**config.mk**
```make
export PLATFORM = sky130hd
export DESIGN_NAME = wave_sequencer
export DESIGN_NICKNAME = d
export VERILOG_FILES = /design/src/rtl/wave_seq_pkg.sv /design/src/rtl/wave_sequencer_tick_divider.sv /design/src/rtl/wave_sequencer.sv
export SDC_FILE = /design/constraint.sdc
export NUM_CORES = 1
export LEC_CHECK = 0
export CELL_PAD_IN_SITES_DETAIL_PLACEMENT = 0
export CELL_PAD_IN_SITES_GLOBAL_PLACEMENT = 1
export CORE_ASPECT_RATIO = 1.4
export CORE_MARGIN = 2
export CORE_UTILIZATION = 40
export DETAILED_ROUTE_END_ITERATION = 8
export HOLD_SLACK_MARGIN = 0.06
export PLACE_DENSITY = 0.86
export SETUP_SLACK_MARGIN = 0.3
export SYNTH_ARGS = -nofsm -noshare
export SYNTH_HDL_FRONTEND = slang
export SYNTH_HIERARCHICAL = 1
export SYNTH_SLANG_ARGS = --single-unit
```
**constraint.sdc**
```tcl
create_clock -name clk -period 3.5 [get_ports clk]
set_clock_uncertainty 0.1 [all_clocks]
set_input_delay 0.7 -clock clk [delete_from_list [all_inputs] [get_ports clk]]
set_output_delay 0.7 -clock clk [all_outputs]
set_load 0.03 [all_outputs]
```
**src/rtl/wave_seq_pkg.sv**
```systemverilog
// Shared types and constants for the waveform sequencer.
// Imported by the sequencer top and its tick divider.
package wave_seq_pkg;

  typedef enum logic [1:0] {
    S_IDLE,
    S_LOAD,
    S_RUN,
    S_DONE
  } state_e;

  localparam int SHAPE_RHOMB  = 0;
  localparam int SHAPE_TRI    = 1;
  localparam int SHAPE_SAW    = 2;
  localparam int SHAPE_SQR    = 3;

  localparam int PHASE_W      = 8;
  localparam int PERIOD_TICKS = 512;

endpackage

```
**src/rtl/wave_sequencer_tick_divider.sv**
```systemverilog
// Sample-rate divider: strobes once every div_val_i+1 enabled clocks.
// The strobe is combinational; the sequencer registers it.
module tick_divider #(
  parameter int DIV_W = 8
) (
  input  logic             clk,
  input  logic             rst,
  input  logic             load_i,
  input  logic             en_i,
  input  logic [DIV_W-1:0] div_val_i,
  output logic             tick_o
);

  logic [DIV_W-1:0] cnt_q, cnt_d;

  assign tick_o = en_i && (cnt_q == div_val_i);

  always_comb begin
    cnt_d = cnt_q;
    if (load_i) begin
      cnt_d = '0;
    end else if (en_i) begin
      cnt_d = tick_o ? '0 : cnt_q + 1'b1;
    end
  end

  always_ff @(posedge clk) begin
    if (rst) begin
      cnt_q <= '0;
    end else begin
      cnt_q <= cnt_d;
    end
  end

endmodule

```
**src/rtl/wave_sequencer.sv**
```systemverilog
// Waveform sequencer: walks enabled shapes, playing reps periods
// of 512 ticks each, and drives cout/res/wave_sel to the generators.
module wave_sequencer
  import wave_seq_pkg::*;
#(
  parameter  int DIV_W   = 8,
  parameter  int NSHAPES = 4,
  parameter  int REP_W   = 4,
  localparam int SEL_W   = (NSHAPES > 1) ? $clog2(NSHAPES) : 1
) (
  input  logic               clk,
  input  logic               rst,
  input  logic               start,
  input  logic               stop,
  input  logic [DIV_W-1:0]   freq_div,
  input  logic [NSHAPES-1:0] shape_mask,
  input  logic [REP_W-1:0]   reps,
  output logic [PHASE_W-1:0] cout,
  output logic               res,
  output logic [SEL_W-1:0]   wave_sel,
  output logic               tick,
  output logic               busy,
  output logic               done
);

  state_e state_q, state_d;

  logic [DIV_W-1:0]   fdiv_q, fdiv_d;
  logic [NSHAPES-1:0] mask_q, mask_d;
  logic [REP_W-1:0]   reps_q, reps_d;
  logic [REP_W-1:0]   per_q, per_d;
  logic [PHASE_W-1:0] cout_q, cout_d;
  logic [SEL_W-1:0]   sel_q, sel_d;
  logic               res_q, res_d;
  logic               tick_q, tick_d;
  logic               busy_q, busy_d;
  logic               done_q, done_d;

  logic               div_tick;
  logic               wrap;
  logic               per_last;
  logic               last_tick;
  logic [REP_W-1:0]   reps_eff;
  logic [SEL_W:0]     first_set;
  logic [SEL_W:0]     next_set;

  // {found, index} of the lowest set bit at or above lo
  function automatic logic [SEL_W:0] find_set(
    input logic [NSHAPES-1:0] m,
    input logic [SEL_W:0]     lo
  );
    find_set = '0;
    for (int i = NSHAPES - 1; i >= 0; i--) begin
      if (m[i] && (i >= int'(lo))) begin
        find_set = {1'b1, SEL_W'(i)};
      end
    end
  endfunction

  tick_divider #(
    .DIV_W (DIV_W)
  ) u_div (
    .clk       (clk),
    .rst       (rst),
    .load_i    (state_q == S_LOAD),
    .en_i      ((state_q == S_RUN) && !stop),
    .div_val_i (fdiv_q),
    .tick_o    (div_tick)
  );

  assign reps_eff  = (reps_q == '0) ? REP_W'(1) : reps_q;
  assign per_last  = (per_q + 1'b1) == reps_eff;
  assign wrap      = div_tick && (cout_q == '1);
  assign first_set = find_set(shape_mask, '0);
  assign next_set  = find_set(mask_q, {1'b0, sel_q} + 1'b1);
  assign last_tick = wrap && res_q && per_last && !next_set[SEL_W];

  always_ff @(posedge clk) begin
    if (rst) begin
      state_q <= S_IDLE;
      fdiv_q  <= '0;
      mask_q  <= '0;
      reps_q  <= '0;
      per_q   <= '0;
      cout_q  <= '0;
      sel_q   <= '0;
      res_q   <= 1'b0;
      tick_q  <= 1'b0;
      busy_q  <= 1'b0;
      done_q  <= 1'b0;
    end else begin
      state_q <= state_d;
      fdiv_q  <= fdiv_d;
      mask_q  <= mask_d;
      reps_q  <= reps_d;
      per_q   <= per_d;
      cout_q  <= cout_d;
      sel_q   <= sel_d;
      res_q   <= res_d;
      tick_q  <= tick_d;
      busy_q  <= busy_d;
      done_q  <= done_d;
    end
  end

  always_comb begin
    state_d = state_q;
    unique case (state_q)
      S_IDLE: begin
        if (start && !stop && (shape_mask != '0)) state_d = S_LOAD;
      end
      S_LOAD: state_d = stop ? S_IDLE : S_RUN;
      S_RUN: begin
        if (stop)           state_d = S_IDLE;
        else if (last_tick) state_d = S_DONE;
      end
      S_DONE: state_d = S_IDLE;
    endcase
  end

  always_comb begin
    fdiv_d = fdiv_q;
    mask_d = mask_q;
    reps_d = reps_q;
    per_d  = per_q;
    cout_d = cout_q;
    sel_d  = sel_q;
    res_d  = res_q;
    tick_d = 1'b0;
    done_d = (state_d == S_DONE);
    busy_d = (state_d == S_LOAD) || (state_d == S_RUN);
    unique case (state_q)
      S_IDLE: begin
        if (start && !stop) begin
          fdiv_d = freq_div;
          mask_d = shape_mask;
          reps_d = reps;
          per_d  = '0;
          if (shape_mask == '0) begin
            done_d = 1'b1;
          end else begin
            sel_d  = first_set[SEL_W-1:0];
            cout_d = '0;
            res_d  = 1'b0;
          end
        end
      end
      S_LOAD: begin
        cout_d = '0;
        res_d  = 1'b0;
        per_d  = '0;
        if (stop) sel_d = '0;
      end
      S_RUN: begin
        if (stop) begin
          cout_d = '0;
          res_d  = 1'b0;
          sel_d  = '0;
        end else if (div_tick) begin
          tick_d = 1'b1;
          cout_d = cout_q + 1'b1;
          if (wrap) begin
            res_d = ~res_q;
            // second-half wrap closes a period; maybe move to next shape
            if (res_q) begin
              if (per_last) begin
                per_d = '0;
                if (next_set[SEL_W]) sel_d = next_set[SEL_W-1:0];
              end else begin
                per_d = per_q + 1'b1;
              end
            end
          end
        end
      end
      S_DONE: begin
      end
    endcase
  end

  assign cout     = cout_q;
  assign res      = res_q;
  assign wave_sel = sel_q;
  assign tick     = tick_q;
  assign busy     = busy_q;
  assign done     = done_q;

endmodule

```
# Word-level counts from Yosys, hierarchy flattened
# Cells that the tools add are included.
# classes
n_mul,0
n_eq_ne,21
mux,47
n_div,0
addsub,4
reduce_logical,27
n_shift,0
order_cmp,4
bitwise,2
# op_table
operator,count
$mux 8,5
$mux 2,17
$mux 4,7
$pmux 8 s3,1
$add 8x1->8 const B,2
$ne 3x3->1 const B,5
$ne 2x2->1 const B,7
$logic_and 1x1->1,12
$mux 3,4
$pmux 4 s3,1
$mux 1,9
$reduce_and 9->1,1
$eq 2x2->1 const B,4
$eq 8x8->1,1
$eq 8x8->1 const B,1
$logic_not 4->1,2
$pmux 2 s4,1
$ge 1x3->1 const A,2
$ge 2x3->1 const A,2
$pmux 2 s3,1
$reduce_and 6->1,1
$reduce_and 5->1,1
$add 4x1->4 const B,1
$eq 2x1->1 const B,2
other kinds (13),15
# totals
rom_bits,0
memories,0
reg_bits,44
latch_bits,0
elab_cells,117
output_inout_bits,14
inputBits,20
ramBits,0

# Depth between registers and ports, before layout
# logic_depth
depth_word,16
depth_mapped,13
ltp_nobuf,12

# Modules after synthesis
# Netlist, hierarchy kept.
# modules_own_cells
module,n_inst,cells_each,seq_area_each_um2,area_each_um2
wave_sequencer,1,221,700.7,1769.2
tick_divider,1,50,160.2,454.2

# Worst setup path before layout
# Ideal clock, no wire load.
# synth_timing
path_type,input -> register
start,in stop
end,reg sel_q[0] (netlist: wave_sel[0])
path_slack_ns,0.420
stages,11
setup_time_ns,0.123
arrival_ns,2.857
t_required_ns,3.277
path_buffers,1
path_cell_list,nand2b_1 > inv_1 > buf_2 > nand2_1 > nor3_1 > nand4_1 > o31ai_4 > a21oi_1 > a2111oi_2 > o21ai_1 > mux2_1
# synth_via
elab_chain_cells,6
word_cells_on_any_way,15
classes_between,7 x eq/ne; 2 x mux; 6 x reduce/logical
# synth_rtl
element,line_no,source
start: declaration,wave_sequencer.sv:14,"input logic stop,"
$logic_not 1->1 *,wave_sequencer.sv:66,".en_i ((state_q == S_RUN) && !stop),"
$logic_and 1x1->1 *,wave_sequencer.sv:66,
$logic_and 1x1->1 *,wave_sequencer_tick_divider.sv:16,assign tick_o = en_i && (cnt_q == div_val_i);
via div_tick,wave_sequencer.sv:39,logic div_tick;
$logic_and 1x1->1,wave_sequencer.sv:73,assign wrap = div_tick && (cout_q == '1);
$ne 3x3->1 (no line),--,
$reduce_and 9->1 (no line) *,--,
end signal: assignment,wave_sequencer.sv:98,sel_q <= sel_d;
end: declaration,wave_sequencer.sv:33,"logic [SEL_W-1:0] sel_q, sel_d;"
# Mark *: on every way through the listed nets, which the timed path passes. The rest lies on a longest branch.
# A chain may end at the register's enable or synchronous reset.

# Worst setup path in the final report
# Same ends and word-level chain as after synthesis.

==> results_dict.tcl <==
set metrics [dict create \
    io_pins 34 \
    nNetsFinal 337 \
    layout-drive-gt1-share_pct 7.74 \
    worstPathCellList "clkdlybuf4s50_1 -> nand2b_1 -> inv_1 -> nand2_1 -> nor3_2 -> nand4_1 -> o31ai_4 -> a21oi_1 -> a2111oi_2 -> o21ai_1 -> mux2_1" \
    ys_seq_elements 43 \
    setup_viol_count_final 0 \
    cts_made_buffers 5 \
    async_flop_share_pct 0 \
    p_per_area_nw_per_um2 427 \
    ys_types 45 \
    ir_worst_vdd_mv 0.270 \
    ant_nets 0 \
    cp.arrival_ns 3.05 \
    leakagePower_nw 1.01 \
    dpl_cell_area_um2 2650 \
    cp_num_buf_inv 2 \
    cts.reportedPaths.clkPinSlew_ns 0.08 \
    tightest_slew_ns 0.924 \
    preCtsSetupSlack_ns 0.128 \
    report.final.slew_viol_count 0 \
    tns_ns 0 \
    n_antenna_cell 0 \
    syn_area_um2 2220 \
    clock_path_buffers 2 \
    top_layer "met4" \
    relSlewSlack_pct 38.2 \
    crit_type "in -> reg" \
    startpoint_type "input pin" \
    dieArea_um2 6180 \
    wl_mm 5.07 \
    status "complete, no violations" \
    grt_max_degree 25 \
    die_h_um 92.2 \
    clock.fmax_mhz 338 \
    cp.required_ns 3.59 \
    die_w_um 67.0 \
    drt-pass1-iter-count 4 \
    remaining_drc_errors 0 \
    final_cell_area_um2 2790 \
    worst_slack_ns 0.538 \
    antenna_found_initial 0 \
    cts_root_buf "clkbuf_8" \
    rsz0062_at_grt "no" \
    cts.sinks 43 \
    hold_viol 0 \
    slowest_stage "clkdlybuf4s50_1" \
    dp_hpwl_mm 3.71 \
    grt_pass1_vias 1814 \
    dr_wl_met3_um 213 \
    wl_per_cell_um 13.4 \
    clock_latency_ns 0.30 \
    initialDrtViolationCount 88 \
    fin_crit_sh_pct 84.6 \
    wl_met1_mm 2.17 \
    critPathTopFamily "compound AO/OA/AOI/OAI gates" \
    grt_util_all_layers_pct 17.1 \
    vias 1974 \
    final_common_cell "nand2_1" \
    yosysWarnings 6 \
    hold_path.class "reg -> reg" \
    viasPerCell 5.22 \
    io_buffers 33 \
    period_minus_slack_ns 2.96 \
    cts_tree "done" \
    crit_fanout 3 \
    gp_congestion 0.858 \
    cp_slowest_stage_delay_ns 0.41 \
    syn2layout_area_growth_pct 25.7 \
    syn_area_per_cell_um2 8.20 \
    cap_viol_max_count 0 \
    h-tree-depth 2 \
    dr_wl_met2_mm 2.63 \
    synth.net_count 299 \
    fin_util_pct 51.3 \
    overflow 0 \
    grt_first_pass_wirelength_mm 8.20 \
    coreArea_um2 5450 \
    synth-edff-count 0 \
    ys.flop_type "dfxtp_1" \
    hold_buffers 0 \
    netlist_instances 271 \
    rows 32 \
    ys_seq_area_share_pct 38.7 \
    post-cts-setup-buffers 0 \
    initial_core_util_pct 40.8 \
    holdWs_ns 0.361 \
    crit_path_end_kind "register" \
    layout_common_cells "nand2_1 (44), dfxtp_1 (43), clkdlybuf4s50_1 (33)" \
]
[kinds of logic (layout without fill, tap and decap cells)]
kind of cell | Yosys count | count (layout) | synth area share [%]
AOI/OAI and AO/OA | 58 | 58 | 17.4
adders and majority gates | 8 | 8 | 4.50
xor gates and xnor gates | 26 | 26 | 10.2
muxes | 2 | 2 | 1.01
buffers and inverters | 16 | 55 | 2.76
and+or+nand+nor | 118 | 118 | 25.3
DFF | 43 | 43 | 38.7
[per-layer routing]
layer | track usage (%) | vias to the layer above
li1 | - | 1008
met1 | 20.5 | 921
met2 | 29.3 | 38
met3 | 3.93 | 7
met4 | 5.44 | 0
met5 | 0 | -
[area by class of cell]
class,count,area (µm²)
fillers,542,2650
multi-input cells,212,1310
flip-flops and latches,43,861
repair buffers,39,375
well taps,68,85.1
clock buffers,5,68.8
clock inverters,3,67.6
inverters,8,30.0
[where the power goes]
group	internal [mW]	switching (mW)	total, mW	leakage (nW)
Clock	0.285	0.178	0.462	0.0644
Sequential	0.508	0.0174	0.526	0.349
Combinational	0.0884	0.116	0.205	0.601
Total	0.881	0.311	1.19	1.01
[Yosys cell counts (2+ instances only)]
master	number	area, µm²
nor3_1	4	20.0
a21oi_1	24	120
nor2b_1	8	50.1
clkbuf_1	6	22.5
and2_1	2	12.5
mux2_1	2	22.5
o31ai_4	2	42.5
inv_1	7	26.3
nand4_2	2	25.0
nand2_1	44	165
or3_1	2	12.5
xnor2_1	14	123
ha_1	8	100
nand2b_1	4	25.0
a31oi_1	2	12.5
a211oi_1	2	15.0
nand4_1	10	62.6
o21ai_0	8	40.0
or4_1	2	15.0
o31ai_1	2	15.0
o21ai_1	2	10.0
and3_1	4	25.0
nand3_1	4	20.0
xor2_1	12	105
o22ai_1	3	18.8
nor2_1	29	109
dfxtp_1	43	861
nor3b_1	2	15.0
[tightest hold or removal path, stage by stage (launching register included)]
cell     delay (ns)
dfxtp_1        0.32
nand2_1        0.05
a21oi_1        0.05
[flip-flops by register name, indices dropped and copies added (netlist names)]
register / count
cout: 8
done: 1
mask_q: 3
res: 1
busy: 1
state_q: 2
tick: 1
per_q: 4
wave_sel: 2
u_div/cnt_q: 8
fdiv_q: 8
reps_q: 4
[through the flow]
| stage | total power, mW | instances |
|---|---|---|
| 4_1_cts | 1.20 | 378 |
| 5_1_grt | 1.25 | 378 |
| 3_5_place_dp | 0.741 | 370 |
| 3_3_place_gp | 0.741 | 370 |
| 2_1_floorplan | 0.667 | 271 |
| 6_report | 1.19 | 378 |
[repair_timing]
action | 4_1_cts | 5_1_grt
hold endpoints to repair | 0 | 0
resized for setup | 0 | 1
endpoints found under the setup margin | 0 | 2
[final timing paths]
path	startpoint	endpoint	slack, ns	depth (start not counted)
max reg2reg	state_q[0]	wave_sel[0]	0.64	12
max	stop	wave_sel[0]	0.54	11
min	mask_q[1]	mask_q[1]	0.36	2
min reg2reg	mask_q[1]	mask_q[1]	0.36	2
No activity file was read; power rests on OpenSTA's default activity.
